### src/rtl/udp_pkg.sv
// Shared UDP definitions: header constants, field widths, arbiter state
// encoding and the per-source configuration payload.
package udp_pkg;

    localparam int unsigned UDP_HDR_LEN = 8;
    localparam int unsigned UDP_PROTO   = 17;
    localparam int unsigned PORT_W      = 16;
    localparam int unsigned IP_W        = 32;
    localparam int unsigned BYTE_W      = 8;

    typedef enum logic [2:0] {
        ST_IDLE  = 3'd0,
        ST_GRANT = 3'd1,
        ST_XFER  = 3'd2,
        ST_DRAIN = 3'd3,
        ST_GAP   = 3'd4
    } arb_state_t;

    typedef struct packed {
        logic [PORT_W-1:0] dest_port;
        logic [PORT_W-1:0] sour_port;
        logic [IP_W-1:0]   dest_ip;
        logic [IP_W-1:0]   sour_ip;
    } udp_cfg_t;

endpackage

### src/rtl/udp_tx_arb_if.sv
// Source-side and packer-side bundle of the UDP transmit arbiter.
// master: arbiter view; slave: sources/packer view.
interface udp_tx_arb_if #(
    parameter int unsigned N_SRC = 4
);
    import udp_pkg::*;

    logic [N_SRC-1:0]        req;
    logic [N_SRC-1:0]        gnt;
    logic [BYTE_W*N_SRC-1:0] src_din;
    logic [N_SRC-1:0]        src_vld;
    logic [N_SRC-1:0]        src_sop;
    logic [N_SRC-1:0]        src_eop;
    logic [PORT_W*N_SRC-1:0] cfg_dest_port;
    logic [PORT_W*N_SRC-1:0] cfg_sour_port;
    logic [IP_W*N_SRC-1:0]   cfg_dest_ip;
    logic [IP_W*N_SRC-1:0]   cfg_sour_ip;
    logic                    pk_done;

    logic [BYTE_W-1:0]       dout;
    logic                    dout_vld;
    logic                    dout_sop;
    logic                    dout_eop;
    logic [PORT_W-1:0]       dest_port;
    logic [PORT_W-1:0]       sour_port;
    logic [IP_W-1:0]         dest_ip;
    logic [IP_W-1:0]         sour_ip;
    logic                    err_drop;
    logic                    busy;

    modport master (
        input  req, src_din, src_vld, src_sop, src_eop,
               cfg_dest_port, cfg_sour_port, cfg_dest_ip, cfg_sour_ip, pk_done,
        output gnt, dout, dout_vld, dout_sop, dout_eop,
               dest_port, sour_port, dest_ip, sour_ip, err_drop, busy
    );

    modport slave (
        output req, src_din, src_vld, src_sop, src_eop,
               cfg_dest_port, cfg_sour_port, cfg_dest_ip, cfg_sour_ip, pk_done,
        input  gnt, dout, dout_vld, dout_sop, dout_eop,
               dest_port, sour_port, dest_ip, sour_ip, err_drop, busy
    );

endinterface

### src/rtl/udp_tx_arb_rr_pick.sv
// Combinational round-robin selector: first set req bit at or after ptr,
// wrapping modulo N. Returns one-hot winner, its index and an any flag.
module rr_pick #(
    parameter int unsigned N = 4
) (
    input  logic [N-1:0]         req,
    input  logic [$clog2(N)-1:0] ptr,
    output logic [N-1:0]         winner,
    output logic [$clog2(N)-1:0] idx,
    output logic                 any
);
    localparam int unsigned IW = $clog2(N);

    int unsigned pos;

    always_comb begin
        winner = '0;
        idx    = '0;
        any    = 1'b0;
        pos    = 0;
        for (int unsigned k = 0; k < N; k++) begin
            pos = (32'(ptr) + k) % N;
            if (!any && req[IW'(pos)]) begin
                any                 = 1'b1;
                winner[IW'(pos)]    = 1'b1;
                idx                 = IW'(pos);
            end
        end
    end

endmodule

### src/rtl/udp_tx_arb.sv
// Packet-level round-robin arbiter sharing one UDP packer between N_SRC sources.
// Optional grant timeout enabled by defining UDP_ARB_TIMEOUT_EN.
module udp_tx_arb
    import udp_pkg::*;
#(
    parameter int unsigned N_SRC = 4,
    parameter int unsigned GAP   = 2
`ifdef UDP_ARB_TIMEOUT_EN
    , parameter int unsigned TIMEOUT = 255
`endif
) (
    input  logic         clk,
    input  logic         rst,
    udp_tx_arb_if.master bus
`ifdef UDP_ARB_TIMEOUT_EN
    , output logic       err_timeout
`endif
);
    localparam int unsigned IW = $clog2(N_SRC);
    localparam int unsigned GW = (GAP > 1) ? $clog2(GAP) : 1;

    arb_state_t        state, state_nxt;
    logic [N_SRC-1:0]  gnt_q, gnt_nxt;
    logic [IW-1:0]     gidx, gidx_nxt;
    logic [IW-1:0]     rr_ptr, rr_nxt;
    udp_cfg_t          cfg_q, cfg_nxt, pick_cfg;
    logic [BYTE_W-1:0] dout_q, dout_nxt;
    logic              vld_q, vld_nxt, sop_q, sop_nxt, eop_q, eop_nxt;
    logic              err_q, err_nxt;
    logic              busy_q;
    logic [15:0]       byte_cnt, byte_nxt;
    logic [GW-1:0]     gap_cnt, gap_nxt;

    logic [N_SRC-1:0]  pick_oh;
    logic [IW-1:0]     pick_idx;
    logic              pick_any;
    logic              g_vld, g_sop, g_eop;
    logic [BYTE_W-1:0] g_din;

`ifdef UDP_ARB_TIMEOUT_EN
    localparam int unsigned TW = (TIMEOUT > 1) ? $clog2(TIMEOUT) : 1;
    logic [TW-1:0]     tcnt, tcnt_nxt;
    logic              tmo_q, tmo_nxt;
`endif

    rr_pick #(.N(N_SRC)) u_rr_pick (
        .req    (bus.req),
        .ptr    (rr_ptr),
        .winner (pick_oh),
        .idx    (pick_idx),
        .any    (pick_any)
    );

    // Granted source lanes and the candidate winner's configuration
    assign g_vld = bus.src_vld[gidx];
    assign g_sop = bus.src_sop[gidx];
    assign g_eop = bus.src_eop[gidx];
    assign g_din = bus.src_din[BYTE_W*gidx +: BYTE_W];

    assign pick_cfg.dest_port = bus.cfg_dest_port[PORT_W*pick_idx +: PORT_W];
    assign pick_cfg.sour_port = bus.cfg_sour_port[PORT_W*pick_idx +: PORT_W];
    assign pick_cfg.dest_ip   = bus.cfg_dest_ip[IP_W*pick_idx +: IP_W];
    assign pick_cfg.sour_ip   = bus.cfg_sour_ip[IP_W*pick_idx +: IP_W];

    always_comb begin
        state_nxt = state;
        gnt_nxt   = gnt_q;
        gidx_nxt  = gidx;
        rr_nxt    = rr_ptr;
        cfg_nxt   = cfg_q;
        dout_nxt  = dout_q;
        vld_nxt   = 1'b0;
        sop_nxt   = 1'b0;
        eop_nxt   = 1'b0;
        err_nxt   = |(bus.src_vld & ~gnt_q);
        byte_nxt  = byte_cnt;
        gap_nxt   = gap_cnt;
`ifdef UDP_ARB_TIMEOUT_EN
        tcnt_nxt  = tcnt;
        tmo_nxt   = 1'b0;
`endif
        case (state)
            ST_IDLE: begin
                if (pick_any) begin
                    gnt_nxt   = pick_oh;
                    gidx_nxt  = pick_idx;
                    rr_nxt    = IW'((32'(pick_idx) + 32'd1) % N_SRC);
                    cfg_nxt   = pick_cfg;
                    state_nxt = ST_GRANT;
`ifdef UDP_ARB_TIMEOUT_EN
                    tcnt_nxt  = '0;
`endif
                end
            end
            ST_GRANT: begin
                if (g_vld && g_sop) begin
                    dout_nxt = g_din;
                    vld_nxt  = 1'b1;
                    sop_nxt  = 1'b1;
                    eop_nxt  = g_eop;
                    byte_nxt = byte_cnt + 16'd1;
                    if (g_eop) begin
                        gnt_nxt   = '0;
                        state_nxt = ST_DRAIN;
                    end else begin
                        state_nxt = ST_XFER;
                    end
                end else begin
                    // A byte before sop cannot start a packet
                    if (g_vld) err_nxt = 1'b1;
`ifdef UDP_ARB_TIMEOUT_EN
                    if (tcnt == TW'(TIMEOUT - 1)) begin
                        gnt_nxt   = '0;
                        rr_nxt    = IW'((32'(gidx) + 32'd1) % N_SRC);
                        tmo_nxt   = 1'b1;
                        state_nxt = ST_IDLE;
                    end else begin
                        tcnt_nxt  = tcnt + TW'(1);
                    end
`endif
                end
            end
            ST_XFER: begin
                if (g_vld) begin
                    dout_nxt = g_din;
                    vld_nxt  = 1'b1;
                    sop_nxt  = g_sop;
                    eop_nxt  = g_eop;
                    byte_nxt = byte_cnt + 16'd1;
                    if (g_eop) begin
                        gnt_nxt   = '0;
                        state_nxt = ST_DRAIN;
                    end
                end
            end
            ST_DRAIN: begin
                if (bus.pk_done) begin
                    gap_nxt   = '0;
                    state_nxt = (GAP == 0) ? ST_IDLE : ST_GAP;
                end
            end
            ST_GAP: begin
                if (gap_cnt == GW'(GAP - 1)) state_nxt = ST_IDLE;
                else                         gap_nxt   = gap_cnt + GW'(1);
            end
            default: state_nxt = ST_IDLE;
        endcase
    end

    always_ff @(posedge clk or posedge rst) begin
        if (rst) begin
            state    <= ST_IDLE;
            gnt_q    <= '0;
            gidx     <= '0;
            rr_ptr   <= '0;
            cfg_q    <= '0;
            dout_q   <= '0;
            vld_q    <= 1'b0;
            sop_q    <= 1'b0;
            eop_q    <= 1'b0;
            err_q    <= 1'b0;
            busy_q   <= 1'b0;
            byte_cnt <= '0;
            gap_cnt  <= '0;
`ifdef UDP_ARB_TIMEOUT_EN
            tcnt     <= '0;
            tmo_q    <= 1'b0;
`endif
        end else begin
            state    <= state_nxt;
            gnt_q    <= gnt_nxt;
            gidx     <= gidx_nxt;
            rr_ptr   <= rr_nxt;
            cfg_q    <= cfg_nxt;
            dout_q   <= dout_nxt;
            vld_q    <= vld_nxt;
            sop_q    <= sop_nxt;
            eop_q    <= eop_nxt;
            err_q    <= err_nxt;
            busy_q   <= (state_nxt != ST_IDLE);
            byte_cnt <= byte_nxt;
            gap_cnt  <= gap_nxt;
`ifdef UDP_ARB_TIMEOUT_EN
            tcnt     <= tcnt_nxt;
            tmo_q    <= tmo_nxt;
`endif
        end
    end

    assign bus.gnt       = gnt_q;
    assign bus.dout      = dout_q;
    assign bus.dout_vld  = vld_q;
    assign bus.dout_sop  = sop_q;
    assign bus.dout_eop  = eop_q;
    assign bus.dest_port = cfg_q.dest_port;
    assign bus.sour_port = cfg_q.sour_port;
    assign bus.dest_ip   = cfg_q.dest_ip;
    assign bus.sour_ip   = cfg_q.sour_ip;
    assign bus.err_drop  = err_q;
    assign bus.busy      = busy_q;
`ifdef UDP_ARB_TIMEOUT_EN
    assign err_timeout   = tmo_q;
`endif

endmodule

### src/flat_wrapper.sv
// flat-port wrapper written by rule: the top's interface ports become plain ports
module udp_tx_arb_flat import udp_pkg::*;
#(
    parameter int unsigned N_SRC = 4,
    parameter int unsigned GAP   = 2

)
  (clk, rst, bus_req, bus_src_din, bus_src_vld, bus_src_sop, bus_src_eop, bus_cfg_dest_port, bus_cfg_sour_port, bus_cfg_dest_ip, bus_cfg_sour_ip, bus_pk_done, bus_gnt, bus_dout, bus_dout_vld, bus_dout_sop, bus_dout_eop, bus_dest_port, bus_sour_port, bus_dest_ip, bus_sour_ip, bus_err_drop, bus_busy);
  udp_tx_arb_if #(.N_SRC(N_SRC)) bus_i ();
  input  logic clk;
  input  logic rst;
  input wire logic [$bits(bus_i.req)-1:0] bus_req;
  input wire logic [$bits(bus_i.src_din)-1:0] bus_src_din;
  input wire logic [$bits(bus_i.src_vld)-1:0] bus_src_vld;
  input wire logic [$bits(bus_i.src_sop)-1:0] bus_src_sop;
  input wire logic [$bits(bus_i.src_eop)-1:0] bus_src_eop;
  input wire logic [$bits(bus_i.cfg_dest_port)-1:0] bus_cfg_dest_port;
  input wire logic [$bits(bus_i.cfg_sour_port)-1:0] bus_cfg_sour_port;
  input wire logic [$bits(bus_i.cfg_dest_ip)-1:0] bus_cfg_dest_ip;
  input wire logic [$bits(bus_i.cfg_sour_ip)-1:0] bus_cfg_sour_ip;
  input wire logic [$bits(bus_i.pk_done)-1:0] bus_pk_done;
  output wire logic [$bits(bus_i.gnt)-1:0] bus_gnt;
  output wire logic [$bits(bus_i.dout)-1:0] bus_dout;
  output wire logic [$bits(bus_i.dout_vld)-1:0] bus_dout_vld;
  output wire logic [$bits(bus_i.dout_sop)-1:0] bus_dout_sop;
  output wire logic [$bits(bus_i.dout_eop)-1:0] bus_dout_eop;
  output wire logic [$bits(bus_i.dest_port)-1:0] bus_dest_port;
  output wire logic [$bits(bus_i.sour_port)-1:0] bus_sour_port;
  output wire logic [$bits(bus_i.dest_ip)-1:0] bus_dest_ip;
  output wire logic [$bits(bus_i.sour_ip)-1:0] bus_sour_ip;
  output wire logic [$bits(bus_i.err_drop)-1:0] bus_err_drop;
  output wire logic [$bits(bus_i.busy)-1:0] bus_busy;
  assign bus_i.req = bus_req;
  assign bus_i.src_din = bus_src_din;
  assign bus_i.src_vld = bus_src_vld;
  assign bus_i.src_sop = bus_src_sop;
  assign bus_i.src_eop = bus_src_eop;
  assign bus_i.cfg_dest_port = bus_cfg_dest_port;
  assign bus_i.cfg_sour_port = bus_cfg_sour_port;
  assign bus_i.cfg_dest_ip = bus_cfg_dest_ip;
  assign bus_i.cfg_sour_ip = bus_cfg_sour_ip;
  assign bus_i.pk_done = bus_pk_done;
  assign bus_gnt = bus_i.gnt;
  assign bus_dout = bus_i.dout;
  assign bus_dout_vld = bus_i.dout_vld;
  assign bus_dout_sop = bus_i.dout_sop;
  assign bus_dout_eop = bus_i.dout_eop;
  assign bus_dest_port = bus_i.dest_port;
  assign bus_sour_port = bus_i.sour_port;
  assign bus_dest_ip = bus_i.dest_ip;
  assign bus_sour_ip = bus_i.sour_ip;
  assign bus_err_drop = bus_i.err_drop;
  assign bus_busy = bus_i.busy;
  udp_tx_arb #(.N_SRC(N_SRC), .GAP(GAP)) u_core (.clk(clk), .rst(rst), .bus(bus_i));
endmodule
### config.mk
export PLATFORM = sky130hd
export DESIGN_NAME = udp_tx_arb_flat
export DESIGN_NICKNAME = d
export VERILOG_FILES = /design/src/rtl/udp_pkg.sv /design/src/rtl/udp_tx_arb_if.sv /design/src/rtl/udp_tx_arb_rr_pick.sv /design/src/rtl/udp_tx_arb.sv /design/src/flat_wrapper.sv
export SDC_FILE = /design/constraint.sdc
export NUM_CORES = 1
export LEC_CHECK = 0
export BUFFER_PORTS_ARGS = -buffer_cell sky130_fd_sc_hd__buf_2
export CORE_AREA = 2 2 216 218
export CTS_CLUSTER_DIAMETER = 120
export DETAILED_ROUTE_END_ITERATION = 7
export DIE_AREA = 0 0 218 220
export SYNTH_ARGS = -nofsm -noshare
export SYNTH_HDL_FRONTEND = slang
export SYNTH_SLANG_ARGS = --single-unit
### constraint.sdc
create_clock -name clk -period 3.7 [get_ports clk]
set_clock_uncertainty 0.15 [all_clocks]
set_input_delay 0.555 -clock clk [delete_from_list [all_inputs] [get_ports clk]]
set_output_delay 0.555 -clock clk [all_outputs]
set_load 0.05 [all_outputs]
* Word-level counts from Yosys, hierarchy flattened *
Cells that the tools add are included.

word-level totals
  word-level logic and storage cells = 132
  output and inout bits = 113
  bits in registers = 121
  input bits = 435

operators by class
  bitwise logic cells = 5
  order comparisons = 9
  equality and inequality tests = 8
  reduce and logical (&&, ||, !) cells = 21
  add/sub/neg operators = 5
  shift-type cells = 5
  multiplexer cells = 64

operators with widths
  kind                                                               number
  indexed part select 128 x 8 -> 32 bit                              2
  indexed part select 64 x 7 -> 16 bit                               2
  2-to-1 mux 4 bit                                                   8
  indexed part select 32 x 6 -> 8 bit                                1
  2-to-1 mux 1 bit                                                   26
  2-to-1 mux 3 bit                                                   6
  2-to-1 mux 8 bit                                                   2
  one-hot mux 8 bit (2 select lines)                                 1
  < comparator 2 x 3 -> 1 bit, second input constant                 5
  one-hot mux 3 bit (5 select lines)                                 1
  binary-select mux 1 bit (select 2 bit)                             7
  OR 4 bit                                                           3
  one-hot mux 4 bit (3 select lines)                                 1
  demux 1 bit (select 2 bit)                                         4
  greater-or-equal comparator 2 x 1 -> 1 bit, second input constant  4
  logical AND 1 bit                                                  8
  2-to-1 mux 2 bit                                                   4
  one-hot mux 1 bit (2 select lines)                                 4
  equality test 3 x 2 -> 1 bit, second input constant                2
  != test 2 x 1 -> 1 bit, second input constant                      3
  nonzero test 3 bit                                                 2
  adder 2 x 1 -> 2 bit, second input constant                        2
  adder 2 bit, second input constant                                 2
  bitwise AND 4 bit                                                  1
  other kinds (12)                                                   16

* Longest topological paths before layout *
Gate-level depths: netlist of the first run.

  depth after elaboration = 15
  depth in mapped cells = 13
  gate-level depth less buffers = 8

* Modules after synthesis *
From an unflattened synthesis of the first run, not the netlist that was laid out.

unflattened totals
  cell total of the unflattened synthesis = 475
  area, all modules = 7709.9 µm²

by module, submodules not included
  module      area each (µm²)  cells an instance  instances  seq. area each (µm²)
  udp_tx_arb  7290.7           430                1          3027.9
  rr_pick     419.2            45                 1          0.0

* Worst setup path before layout of the first run *
OpenSTA, ideal clock, no wires.

  kind = reg2reg
  start = reg u_core.rr_ptr[0]
  end = reg u_core.cfg_q (netlist bit u_core.bus.dest_ip[0])
  buffers on the path = 6
  slack = 0.579 ns
  required time = 3.416 ns
  arrival = 2.836 ns
  cell stages (with the launch flop) = 14
  period minus slack after synthesis = 3.121 ns
  setup time = 0.134 ns
  path through = dfrtp_1 > buf_2 > inv_1 > ha_1 > buf_2 > mux4_2 > nand2b_1 > buf_6 > a32o_1 > buf_2 > buf_6 > buf_2 > a22oi_1 > a221oi_2

between the ends
  cells in the longest elaborated chain, start to end = 13
  elaborated cells on any way between the ends = 27
  those cells by class = add/sub (3); shift (1); mux (16); reduce/logical (7)

ends and longest elaborated chain
  element                                                        RTL line           text
  from (decl)                                                    udp_tx_arb.sv:25   logic [IW-1:0] rr_ptr, rr_nxt;
  from (signal assigned)                                         udp_tx_arb.sv:173  rr_ptr <= rr_nxt;
  branches (longest 13 deep; another with adder 2 x 1 -> 2 bit)  -
  to (signal assigned)                                           udp_tx_arb.sv:174  cfg_q <= cfg_nxt;
  to (decl)                                                      udp_tx_arb.sv:26   udp_cfg_t cfg_q, cfg_nxt, pick_cfg;

Parallel ways; which one is timed is not known. The select of a mux whose other input is x is not followed.
A chain may end at the register's enable or synchronous reset.

* Final worst setup path of the first run *
  start = reg u_core.rr_ptr[1]
  end = reg u_core.cfg_q (netlist bit u_core.bus.sour_port[6])

between the ends
  cells in the longest elaborated chain, start to end = 13
  elaborated cells on any way between the ends = 27
  those cells by class = add/sub (3); shift (1); mux (16); reduce/logical (7)

ends and longest elaborated chain
  element
  branches (longest 13 deep; another with adder 2 x 1 -> 2 bit)

Parallel ways; which one is timed is not known. The select of a mux whose other input is x is not followed.

==> results of run 1 <==
==> worst max-delay path by stage <==
stage                     startpoint  cells past startpoint                 endpoint
global placement    u_core.rr_ptr[1]                      7   u_core.bus.sour_ip[22]
finish              u_core.rr_ptr[1]                      7  u_core.bus.sour_port[6]
detailed placement  u_core.rr_ptr[1]                      7   u_core.bus.sour_ip[24]
floorplan           u_core.rr_ptr[0]                     13    u_core.bus.dest_ip[0]
CTS                 u_core.rr_ptr[1]                      7   u_core.bus.sour_ip[24]
global route        u_core.rr_ptr[1]                      7   u_core.bus.sour_ip[24]
==> layer usage <==
| layer | vias to the layer above | part of all wire | global-route usage |
|---|---|---|---|
| li1 | 6198 | - | - |
| met1 | 7083 | 0.37 | 0.257 |
| met2 | 916 | 0.50 | 0.402 |
| met3 | 157 | 0.091 | 0.0647 |
| met4 | 12 | 0.037 | 0.135 |
| met5 | - | 0.0014 | 0 |
==> power breakdown <==
group	total (uW)	switching, uW	leakage (uW)	internal, uW
clock network	1720	785	0.000268	932
logic	12300	8410	0.00559	3920
registers	2550	536	0.00136	2020
==> synthesized netlist by cell type, types with 2 or more instances <==
master    instances
inv_1             9
a21o_1           98
a21oi_1         106
buf_6             8
and2_1            3
buf_4             7
ha_1              8
clkbuf_1         94
a221oi_1        106
dfrtp_1         121
nand2_1         106
nor3b_1           4
nand3_1           3
buf_2            49
and3_1           95
a221oi_2         90
nor2b_1           5
o21ai_0           6
mux2_2           10
nor4b_1           2
nand2b_1          6
nand3b_1          2
a311oi_1         95
o32a_1            2
o22ai_1           4
a31oi_1           3
nor2_1          114
mux2i_1           3
mux4_2           14
a22oi_1         100
==> critical path, cell delays in order, from the launching register on <==
cell and delay (ns):
dfrtp_1 0.63, inv_1 0.19, ha_1 0.49, mux4_2 0.48, a221o_4 0.44, buf_12 0.30
a221oi_1 0.41, a221oi_1 0.14
==> cell families (layout without fill, tap and decap cells) <==
group / count (synthesis) / count (layout) / share of synthesized area
compound gates: 625 / 625 / 0.472
buf+inv: 169 / 629 / 0.0688
mux: 27 / 27 / 0.0402
xor+xnor: 1 / 1 / 0.000769
flops: 121 / 121 / 0.266
simple gates: 346 / 346 / 0.143
other cells: 0 / 9 / 0
fa+ha+maj: 8 / 8 / 0.00879
==> stage by stage <==
stage | power, uW | setup WS [ns]
final | 16600 | 0.272
after global routing | 17500 | 0.0105
after CTS | 16600 | 0.312
after detailed placement | 14800 | 0.331
after global placement | 14600 | 0.406
after floorplan | 11100 | 0.579
==> layout make-up <==
class                           count  area, um^2  share of cell area
Tap cell                          607         759              0.0494
Inverter                            9        37.5             0.00244
Timing Repair Buffer              588        3270               0.213
Antenna cell                        9        22.5             0.00147
Clock buffer                       17         425              0.0277
Sequential cell                   121        3030               0.197
Clock inverter                     15         140             0.00912
Multi-Input combinational cell   1007        7670               0.500
==> registers in the layout, indices dropped and copies added, names as in the netlist <==
register,flops
u_core.bus.dest_port,16
u_core.gap_cnt,1
u_core.bus.dout_eop,1
u_core.gidx,2
u_core.bus.dout,8
u_core.state,3
u_core.bus.busy,1
u_core.rr_ptr,2
u_core.bus.sour_ip,32
u_core.bus.gnt,4
u_core.bus.dout_sop,1
u_core.bus.dest_ip,32
u_core.bus.err_drop,1
u_core.bus.dout_vld,1
u_core.bus.sour_port,16
==> results.md, run 1 <==
* Status: finished clean
* GRT Total Usage at 0.233
* Top post-synthesis cells by area: dfrtp_1 27%, a221oi_2 12%, a221oi_1 8.2%
* Post-synth top area share at 0.266
* Nets@finish at 2187
* Reg2reg setup slack at around 0.27 ns
* Final slew viol count at 0
* Via count at between 10000 and 15000
* Largest area contributor in the netlist: dfrtp_1
* CTS resizes at 0
* Worst R2R Start: u_core.rr_ptr[1]
* Placed instance area at around 15000 um^2
* CP arrival at 3.63 ns
* Post-synth cell types at 54
* Clock slew at reported path FFs at 0.07 ns
* Pleak at 0.00722 uW
* Clock Path Buffers at 2
* Non-Filler Instances at ~2400
* Peak supply drop at 0.691 mV
* Final setup violation count at 0
* Total negative slack at 0 ns
* Worst Max-Slew Pin Slew at between 0.8 and 0.9 ns
* P&R area growth vs syn at 34.9%
* Fill cell count at 4797
* Setup bufs post-CTS at 0
* Hold Path Class: input pin to asynchronous set/reset pin
* Rows at ~80
* Die ar. at 48000 um^2
* Crit-path max FO at 95
* Die Wd at 218 um
* Max-cap viol count at 0
* CP required at 3.90 ns
* Gr ovfl total at 0
* CTS tree: done
* Drt initial violations at 1535
* Slew Limit Headroom at 0.455
* Post-route cell area at 15400 um^2
* Placer Congestion at 0.925
* Share of layout cells above drive strength 1 at 0.427
* Synth Warn # at 0
* Max frequency at 0.292 GHz
* Fin crit share at 0.926
* Worst skew pair latency at between 0.4 and 0.5 ns
* Remaining antenna violation count at 0
* EDFF count, synth at 0
* Syn_nets at between 1500 and 2000
* Drt first pass iters at 5
* CTS Buf Count at 17
* Sequential area share after synthesis at 0.266
* Commonest non-fill, non-tap cell in the layout: buf_2
* Io pins at around 550
* Drt total wl at between 50000 and 60000 um
* PortBufs at 547
* Critical Path Start Type: flop
* Initial antenna violation count at 15
* Synth Flop Type: dfrtp_1
* First-pass GRT wire length at roughly 85000 um
* Layout Utilization at 0.335
* CTS Hold Bufs at 0
* Power density cells at between 1000 and 1500 nW/um^2
* Mean routed wirelength per cell at 24.3 um
* R2R cell count at 7
* Final Hold Vio Count at 0
* Post-Syn Instances at roughly 1300
* Root Driver: clkbuf_16
* Via/cell ratio at between 6 and 7
* Hold Worst Slack at around 0.12 ns
* Flops & latches, synth at 121
* Largest net degree at the start of global routing at ~120
* CTS Sinks at 121
* CP Capture Type: flop
* Most frequent cells in the layout: 547 x buf_2, 120 x dfrtp_1, 114 x nor2_1
* Period minus WS final at 3.43 ns
* # DRC at 0
* Post-Syn Area per Cell at 8.78 um^2
* Post-Syn Area at 11400 um^2
* RSZ-0062 raised after global routing: false
* RR Endpoint: u_core.bus.sour_port[6]
* Vias in the first global route at about 15000
* H-tree depth at 4
* Worst setup path category: flop to flop
* DP Wirelength at 37700 um
* Initial core utilization at 0.248
* Fraction of registers with async set/reset at 1.00
* Die height at between 200 and 250 um
* Cells after DPL at 2332
* Area of the core at roughly 46000 um^2
(Power assumes the default switching activity.)
==> inputs of run 2 (changes only) <==
--- a/config.mk
+++ b/config.mk
@@ -6,10 +6,11 @@
 export NUM_CORES = 1
 export LEC_CHECK = 0
 export BUFFER_PORTS_ARGS = -buffer_cell sky130_fd_sc_hd__buf_2
-export CORE_AREA = 2 2 216 218
+export CORE_AREA = 2 2 213 215
 export CTS_CLUSTER_DIAMETER = 120
 export DETAILED_ROUTE_END_ITERATION = 7
-export DIE_AREA = 0 0 218 220
+export DIE_AREA = 0 0 215 217
 export SYNTH_ARGS = -nofsm -noshare
 export SYNTH_HDL_FRONTEND = slang
+export SYNTH_HIERARCHICAL = 1
 export SYNTH_SLANG_ARGS = --single-unit
==> results.md, run 2 <==
* Status: finished clean (unchanged)
* CTS resizes at 0 (unchanged)
* Post-Syn Instances at 475 (was 1297)
* Critical path destination: u_core/bus.dest_ip[0] (was u_core.bus.sour_port[6])
* CP arrival at 3.64 ns (was 3.63 ns)
* Via count at 6929 (was 14400)
* Fraction of registers with async set/reset at 1.00 (unchanged)
* Period minus WS final at 3.45 ns (was 3.43 ns)
* Post-synthesis mux area share at 0.498 (was 0.0402)
* Die height at 217 um (was 220 um)
* Top post-synthesis cells by area: dfrtp_1 39%, mux4_2 30%, mux2_2 14% (was dfrtp_1 27%, a221oi_2 12%, a221oi_1 8.2%)
* PortBufs at 547 (unchanged)
* Critical Path Start Type: flop (unchanged)
* Hold Worst Slack at 0.116 ns (was 0.120 ns)
* Power density cells at 1190 nW/um^2 (was 1080 nW/um^2)
* Crit-path max FO at 18 (was 95)
* GRT Total Usage at 0.122 (was 0.233)
* P&R area growth vs syn at 55.2% (was 34.9%)
* Largest family of logic cells by synthesized area: multiplexers (was compound AO/OA/AOI/OAI gates)
* Seq. cell area at 3030 um^2 (about the same)
* Rows at 78 (was 79)
* Largest area contributor in the netlist: dfrtp_1 (unchanged)
* Synth cell count leaders: 121 x dfrtp_1, 103 x mux4_2, 99 x mux2_2 (was 121 x dfrtp_1, 114 x nor2_1, 106 x a21oi_1, 106 x a221oi_1, 106 x nand2_1)
* R2R cell count at 10 (was 7)
* CTS tree: done (unchanged)
* Post-synth cell types at 46 (was 54)
* Clock slew at reported path FFs at 0.06 ns (was 0.07 ns)
* Area of the core at 44700 um^2 (was 45900 um^2)
* Sequential area share after synthesis at 0.393 (was 0.266)
* Post-synth top area share at 0.393 (was 0.266)
* CTS Buf Count at 17 (unchanged)
* # DRC at 0 (unchanged)
* Final slew viol count at 0 (unchanged)
* Share of layout cells above drive strength 1 at 0.799 (was 0.427)
* First-pass GRT wire length at 42000 um (was 85300 um)
* Post-Synth Simple-Gate Area at 0.0316 (was 0.143)
* Drt first pass iters at 4 (was 5)
* Area of the multi-input gates at 4440 um^2 (was 7670 um^2)
* Post-Syn Area at 7710 um^2 (was 11400 um^2)
* Remaining antenna violation count at 0 (unchanged)
* Total negative slack at 0 ns (unchanged)
* Initial core utilization at 0.172 (was 0.248)
* H-tree depth at 4 (unchanged)
* Vias in the first global route at 7177 (was 14700)
* Drt total wl at 29000 um (was 57600 um)
* Syn_nets at 915 (was 1740)
* RSZ-0062 raised after global routing: false (unchanged)
* Most common cell in the synthesized netlist: dfrtp_1 (unchanged)
* Hold Path Class: input pin to asynchronous set/reset pin (unchanged)
* Commonest non-fill, non-tap cell in the layout: buf_2 (unchanged)
* Max-cap viol count at 0 (unchanged)
* Flops & latches, synth at 121 (unchanged)
* Worst Max-Slew Pin Slew at 0.730 ns (was 0.818 ns)
* Initial antenna violation count at 4 (was 15)
* Worst skew pair latency at 0.47 ns (was 0.49 ns)
* Die ar. at 46700 um^2 (was 48000 um^2)
* Io pins at 548 (unchanged)
* Synth Warn # at 6 (was 0)
* Post-route cell area at 12000 um^2 (was 15400 um^2)
* Slew Limit Headroom at 0.514 (was 0.455)
* Max frequency at 0.290 GHz (was 0.292 GHz)
* CTS Sinks at 121 (unchanged)
* CP required at 3.89 ns (was 3.90 ns)
* Drt initial violations at 361 (was 1535)
* Placed instance area at 11400 um^2 (was 14800 um^2)
* Compound-gate portion of the synthesized area at 0.0328 (was 0.472)
* Worst R2R Start: u_core/rr_ptr[0] (was u_core.rr_ptr[1])
* Clock Path Buffers at 2 (unchanged)
* DP Wirelength at 23300 um (was 37700 um)
* CP startpoint: u_core/rr_ptr[0] (was u_core.rr_ptr[1])
* RR Endpoint: u_core/bus.dest_ip[0] (was u_core.bus.sour_port[6])
* XOR/XNOR share of the synthesized area at 0.00227 (was 0.000769)
* Worst setup path category: flop to flop (unchanged)
* CTS Hold Bufs at 0 (unchanged)
* Power Total at 14200 uW (was 16600 uW)
* CP Capture Type: flop (unchanged)
* EDFF count, synth at 0 (unchanged)
* Nets@finish at 1473 (was 2187)
* Largest net degree at the start of global routing at 122 (unchanged)
* Reg2reg setup slack at 0.25 ns (was 0.27 ns)
* Final setup violation count at 0 (unchanged)
* Peak supply drop at 0.574 mV (was 0.691 mV)
* Fin crit share at 0.931 (was 0.926)
* Most frequent cells in the layout: 547 x buf_2, 121 x dfrtp_1, 103 x mux4_2 (was 547 x buf_2, 120 x dfrtp_1, 114 x nor2_1)
* Mean routed wirelength per cell at 17.6 um (was 24.3 um)
* Synth Flop Type: dfrtp_1 (unchanged)
* Via/cell ratio at 4.21 (was 6.05)
* Gr ovfl total at 0 (unchanged)
* Setup bufs post-CTS at 0 (unchanged)
* Die Wd at 215 um (was 218 um)
* Root Driver: clkbuf_16 (unchanged)
* Fill cell count at 4691 (was 4797)
* Final Hold Vio Count at 0 (unchanged)
* Synth Area in Adders at 0.00811 (was 0.00879)
* Post-Syn Area per Cell at 16.2 um^2 (was 8.78 um^2)
* Placer Congestion at 0.820 (was 0.925)
* Pleak at 0.00554 uW (was 0.00722 uW)
-- run 2: how the worst min path moves through the flow --
| stage | start | to | cells after the start |
|---|---|---|---|
| final | rst | u_core/bus.dest_ip[23] | 3 |
| after global routing | rst | u_core/bus.dest_ip[23] | 3 |
| after CTS | rst | u_core/bus.dest_ip[23] | 3 |
| after detailed placement | u_core/bus.dest_ip[4] | u_core/bus.dest_ip[4] | 1 |
| after global placement | u_core/bus.sour_ip[4] | u_core/bus.sour_ip[4] | 1 |
| after floorplan | u_core/gap_cnt | u_core/gap_cnt | 2 |
-- run 2: layout make-up --
| type | count | share of cell area |
|---|---|---|
| clock buffers | 20 | 0.0390 |
| multi-input cells | 301 | 0.371 |
| repair buffers | 580 | 0.260 |
| diodes | 1 | 0.000209 |
| well taps | 600 | 0.0627 |
| inverters | 12 | 0.00408 |
| clock inverters | 12 | 0.0103 |
| flip-flops and latches | 121 | 0.253 |
-- run 2: cell families after synthesis --
family | count (synthesis)
buffers and inverters | 53
AOI/OAI and AO/OA | 34
adders and majority gates | 5
xor gates and xnor gates | 2
muxes | 225
DFF | 121
and+or+nand+nor | 35
-- run 2: stage by stage --
| step | setup WS, ns | utilization | cells |
|---|---|---|---|
| final | 0.254 | 0.268 | 1647 |
| after global routing | 0.109 | 0.268 | 1647 |
| after CTS | 0.268 | 0.268 | 1646 |
| after detailed placement | 0.253 | 0.255 | 1614 |
| after global placement | 0.312 | 0.255 | 1614 |
| after floorplan | 0.282 | - | 475 |
-- run 2: report_power, final --
group          switching [uW]  total (uW)  leakage, uW  internal, uW
Combinational            5420       10100      0.00382          4660
Clock                     661        1700     0.000295          1040
Sequential                423        2470      0.00142          2050
Total                    6500       14200      0.00554          7740
-- run 2: critical path, cell delays in order (launching register included) --
cell and delay (ns):
dfrtp_1 0.42, inv_1 0.11, ha_1 0.36, mux4_2 0.40, and2b_2 0.30, o21ai_0 0.15, o31ai_4 0.16, buf_12 0.23
buf_12 0.19, mux4_2 0.51, mux2_2 0.28
-- run 2: layer usage --
layer	routed length [um]	global-route usage	up-vias
met5	31	0	-
met4	949	0.0637	6
met3	2590	0.0432	45
met1	11300	0.141	3433
li1	-	-	3066
met2	14100	0.198	379
==> inputs of run 3 (changes only) <==
--- a/config.mk
+++ b/config.mk
@@ -6,7 +6,7 @@
 export NUM_CORES = 1
 export LEC_CHECK = 0
 export BUFFER_PORTS_ARGS = -buffer_cell sky130_fd_sc_hd__buf_2
-export CORE_AREA = 2 2 213 215
+export CORE_AREA = 5 5 210 212
 export CTS_CLUSTER_DIAMETER = 120
 export DETAILED_ROUTE_END_ITERATION = 7
 export DIE_AREA = 0 0 215 217
==> results.md, run 3 (same netlist as run 2, synthesis figures left out) <==
* Max stage delay on crit path at 0.41 ns (was 0.51 ns)
* Power density cells at 1180 nW/um^2 (was 1190 nW/um^2)
* CP Capture Type: flop (unchanged)
* Period minus WS final at 3.39 ns (was 3.45 ns)
* Crit-path max FO at 56 (was 18)
* Hold Path Class: input pin to asynchronous set/reset pin (unchanged)
* CTS Sinks at 121 (unchanged)
* Post-route cell area at 11700 um^2 (was 12000 um^2)
* Clock power share at 0.121 (was 0.119)
* Sw Ratio at 0.465 (was 0.456)
* Die Wd at 215 um (unchanged)
* Remaining antenna violation count at 0 (unchanged)
* R2R cell count at 10 (unchanged)
* DP Wirelength at 25300 um (was 23300 um)
* Critical Path Start Type: flop (unchanged)
* Top sig layer: met5 (unchanged)
* Comb pwr share at 0.697 (was 0.707)
* Met2 WL at 15800 um (was 14100 um)
* Max-cap viol count at 0 (unchanged)
* Critical Path Most Common Cell: mux4_2
* Drt initial violations at 269 (was 361)
* Via/cell ratio at 4.36 (was 4.21)
* Clock slew at reported path FFs at 0.06 ns (about the same)
* Initial antenna violation count at 7 (was 4)
* CP arrival at 3.55 ns (was 3.64 ns)
* Setup bufs post-CTS at 0 (unchanged)
* Clock Path Buffers at 2 (unchanged)
* PortBufs at 547 (unchanged)
* Peak supply drop at 0.785 mV (was 0.574 mV)
* # DRC at 0 (unchanged)
* Drt first pass iters at 5 (was 4)
* GRT Total Usage at 0.128 (was 0.122)
* Pint at 7420 uW (was 7740 uW)
* CTS tree: done (unchanged)
* Gr ovfl total at 0 (unchanged)
* H-tree depth at 4 (unchanged)
* Area of the core at 41800 um^2 (was 44700 um^2)
* Worst Max-Slew Pin Slew at 0.715 ns (was 0.730 ns)
* Slew Limit Headroom at 0.523 (was 0.514)
* Die height at 217 um (unchanged)
* Total negative slack at 0 ns (unchanged)
* Fin crit share at 0.915 (was 0.931)
* Drt total wl at 30800 um (was 29000 um)
* CTS resizes at 0 (unchanged)
* Fill cell count at 4359 (was 4691)
* Hold Worst Slack at 0.166 ns (was 0.116 ns)
* Commonest non-fill, non-tap cell in the layout: buf_2 (unchanged)
* Crit path cell chain: inv_1, ha_1, mux4_2, buf_4, nor4b_4, nor2_1, a32o_4, buf_12, mux4_2, mux2_2 (was inv_1, ha_1, mux4_2, and2b_2, o21ai_0, o31ai_4, buf_12, buf_12, mux4_2, mux2_2)
* Nets@finish at 1456 (was 1473)
* Die ar. at 46700 um^2 (unchanged)
* Final Hold Vio Count at 0 (unchanged)
* Seq pwr share at 0.182 (was 0.174)
* Most frequent cells in the layout: 547 x buf_2, 121 x dfrtp_1, 103 x mux4_2 (unchanged)
* Switch Pwr at 6450 uW (was 6500 uW)
* Root Driver: clkbuf_16 (unchanged)
* Final setup violation count at 0 (unchanged)
* M1 WL at 11500 um (was 11300 um)
* Worst setup path category: flop to flop (unchanged)
* Placer Congestion at 0.932 (was 0.820)
* Worst skew pair latency at 0.43 ns (was 0.47 ns)
* CP required at 3.86 ns (was 3.89 ns)
* Via count at 6842 (was 6929)
* CTS Hold Bufs at 0 (unchanged)
* Final slew viol count at 0 (unchanged)
* Crit-path slowest cell: dfrtp_1 (was mux4_2)
* Pleak at 0.00544 uW (was 0.00554 uW)
* Status: finished clean (unchanged)
* Placed instance area at 11100 um^2 (was 11400 um^2)
* Max frequency at 0.295 GHz (was 0.290 GHz)
* Rows at 75 (was 78)
* Share of layout cells above drive strength 1 at 0.796 (was 0.799)
* RSZ-0062 raised after global routing: false (unchanged)
* P&R area growth vs syn at 52.3% (was 55.2%)
* Initial core utilization at 0.185 (was 0.172)
* Largest net degree at the start of global routing at 122 (unchanged)
* Met3 WL at 2430 um (was 2590 um)
* Mean routed wirelength per cell at 19.6 um (was 17.6 um)
* First-pass GRT wire length at 45500 um (was 42000 um)
* Io pins at 548 (unchanged)
* CTS Buf Count at 17 (unchanged)
* Vias in the first global route at 7771 (was 7177)
[run 3: per-layer routing]
metal	vias up	track usage
met3	47	0.0493
met4	8	0.0553
met1	3417	0.141
met2	350	0.221
met5	-	0
li1	3020	-
[run 3: metrics by stage]
| step | utilization | cells | worst slack, ns | total power, uW |
|---|---|---|---|---|
| after floorplan | - | 475 | 0.282 | 10000 |
| after global placement | 0.267 | 1536 | 0.306 | 12100 |
| after detailed placement | 0.267 | 1536 | 0.273 | 12300 |
| after CTS | 0.281 | 1568 | 0.292 | 14100 |
| after global routing | 0.281 | 1570 | 0.108 | 14700 |
| final | 0.281 | 1571 | 0.313 | 13900 |
[run 3: power groups by stage]
stage	combinational, uW	clock [uW]	sequential [uW]
2_1_floorplan	5440	0	4570
3_3_place_gp	9630	0	2520
3_5_place_dp	9760	0	2540
4_1_cts	9780	1760	2530
5_1_grt	10300	1810	2610
6_report	9670	1680	2520
[run 3: cell type report]
| cell class | instances | area [um^2] | area share |
|---|---|---|---|
| clock inverters | 12 | 124 | 0.0105 |
| repair buffers | 563 | 2960 | 0.252 |
| multi-input cells | 301 | 4440 | 0.378 |
| well taps | 539 | 674 | 0.0574 |
| flip-flops and latches | 121 | 3030 | 0.258 |
| inverters | 12 | 48.8 | 0.00415 |
| diodes | 3 | 7.51 | 0.000639 |
| clock buffers | 20 | 467 | 0.0397 |
[run 3: final timing paths]
path	to	slack (ns)	from
max in group asynchronous	u_core/bus.sour_port[5]	2.71	rst
worst min register to register	u_core/bus.dest_port[11]	0.35	u_core/bus.dest_port[11]
worst max register to register	u_core/bus.sour_ip[23]	0.31	u_core/rr_ptr[1]
min in group clk	u_core/bus.err_drop	0.30	bus_src_vld[3]
worst min-delay path	u_core/bus.dest_ip[12]	0.17	rst
worst max-delay path	u_core/bus.sour_ip[23]	0.31	u_core/rr_ptr[1]
[run 3: worst max-delay path, delay by kind of cell, from the launching register on]
| family | cells | cell delay, ns |
|---|---|---|
| compound gates | 1 | 0.31 |
| fa+ha+maj | 1 | 0.37 |
| buf+inv | 3 | 0.50 |
| flops | 1 | 0.41 |
| mux | 3 | 0.94 |
| simple gates | 2 | 0.50 |
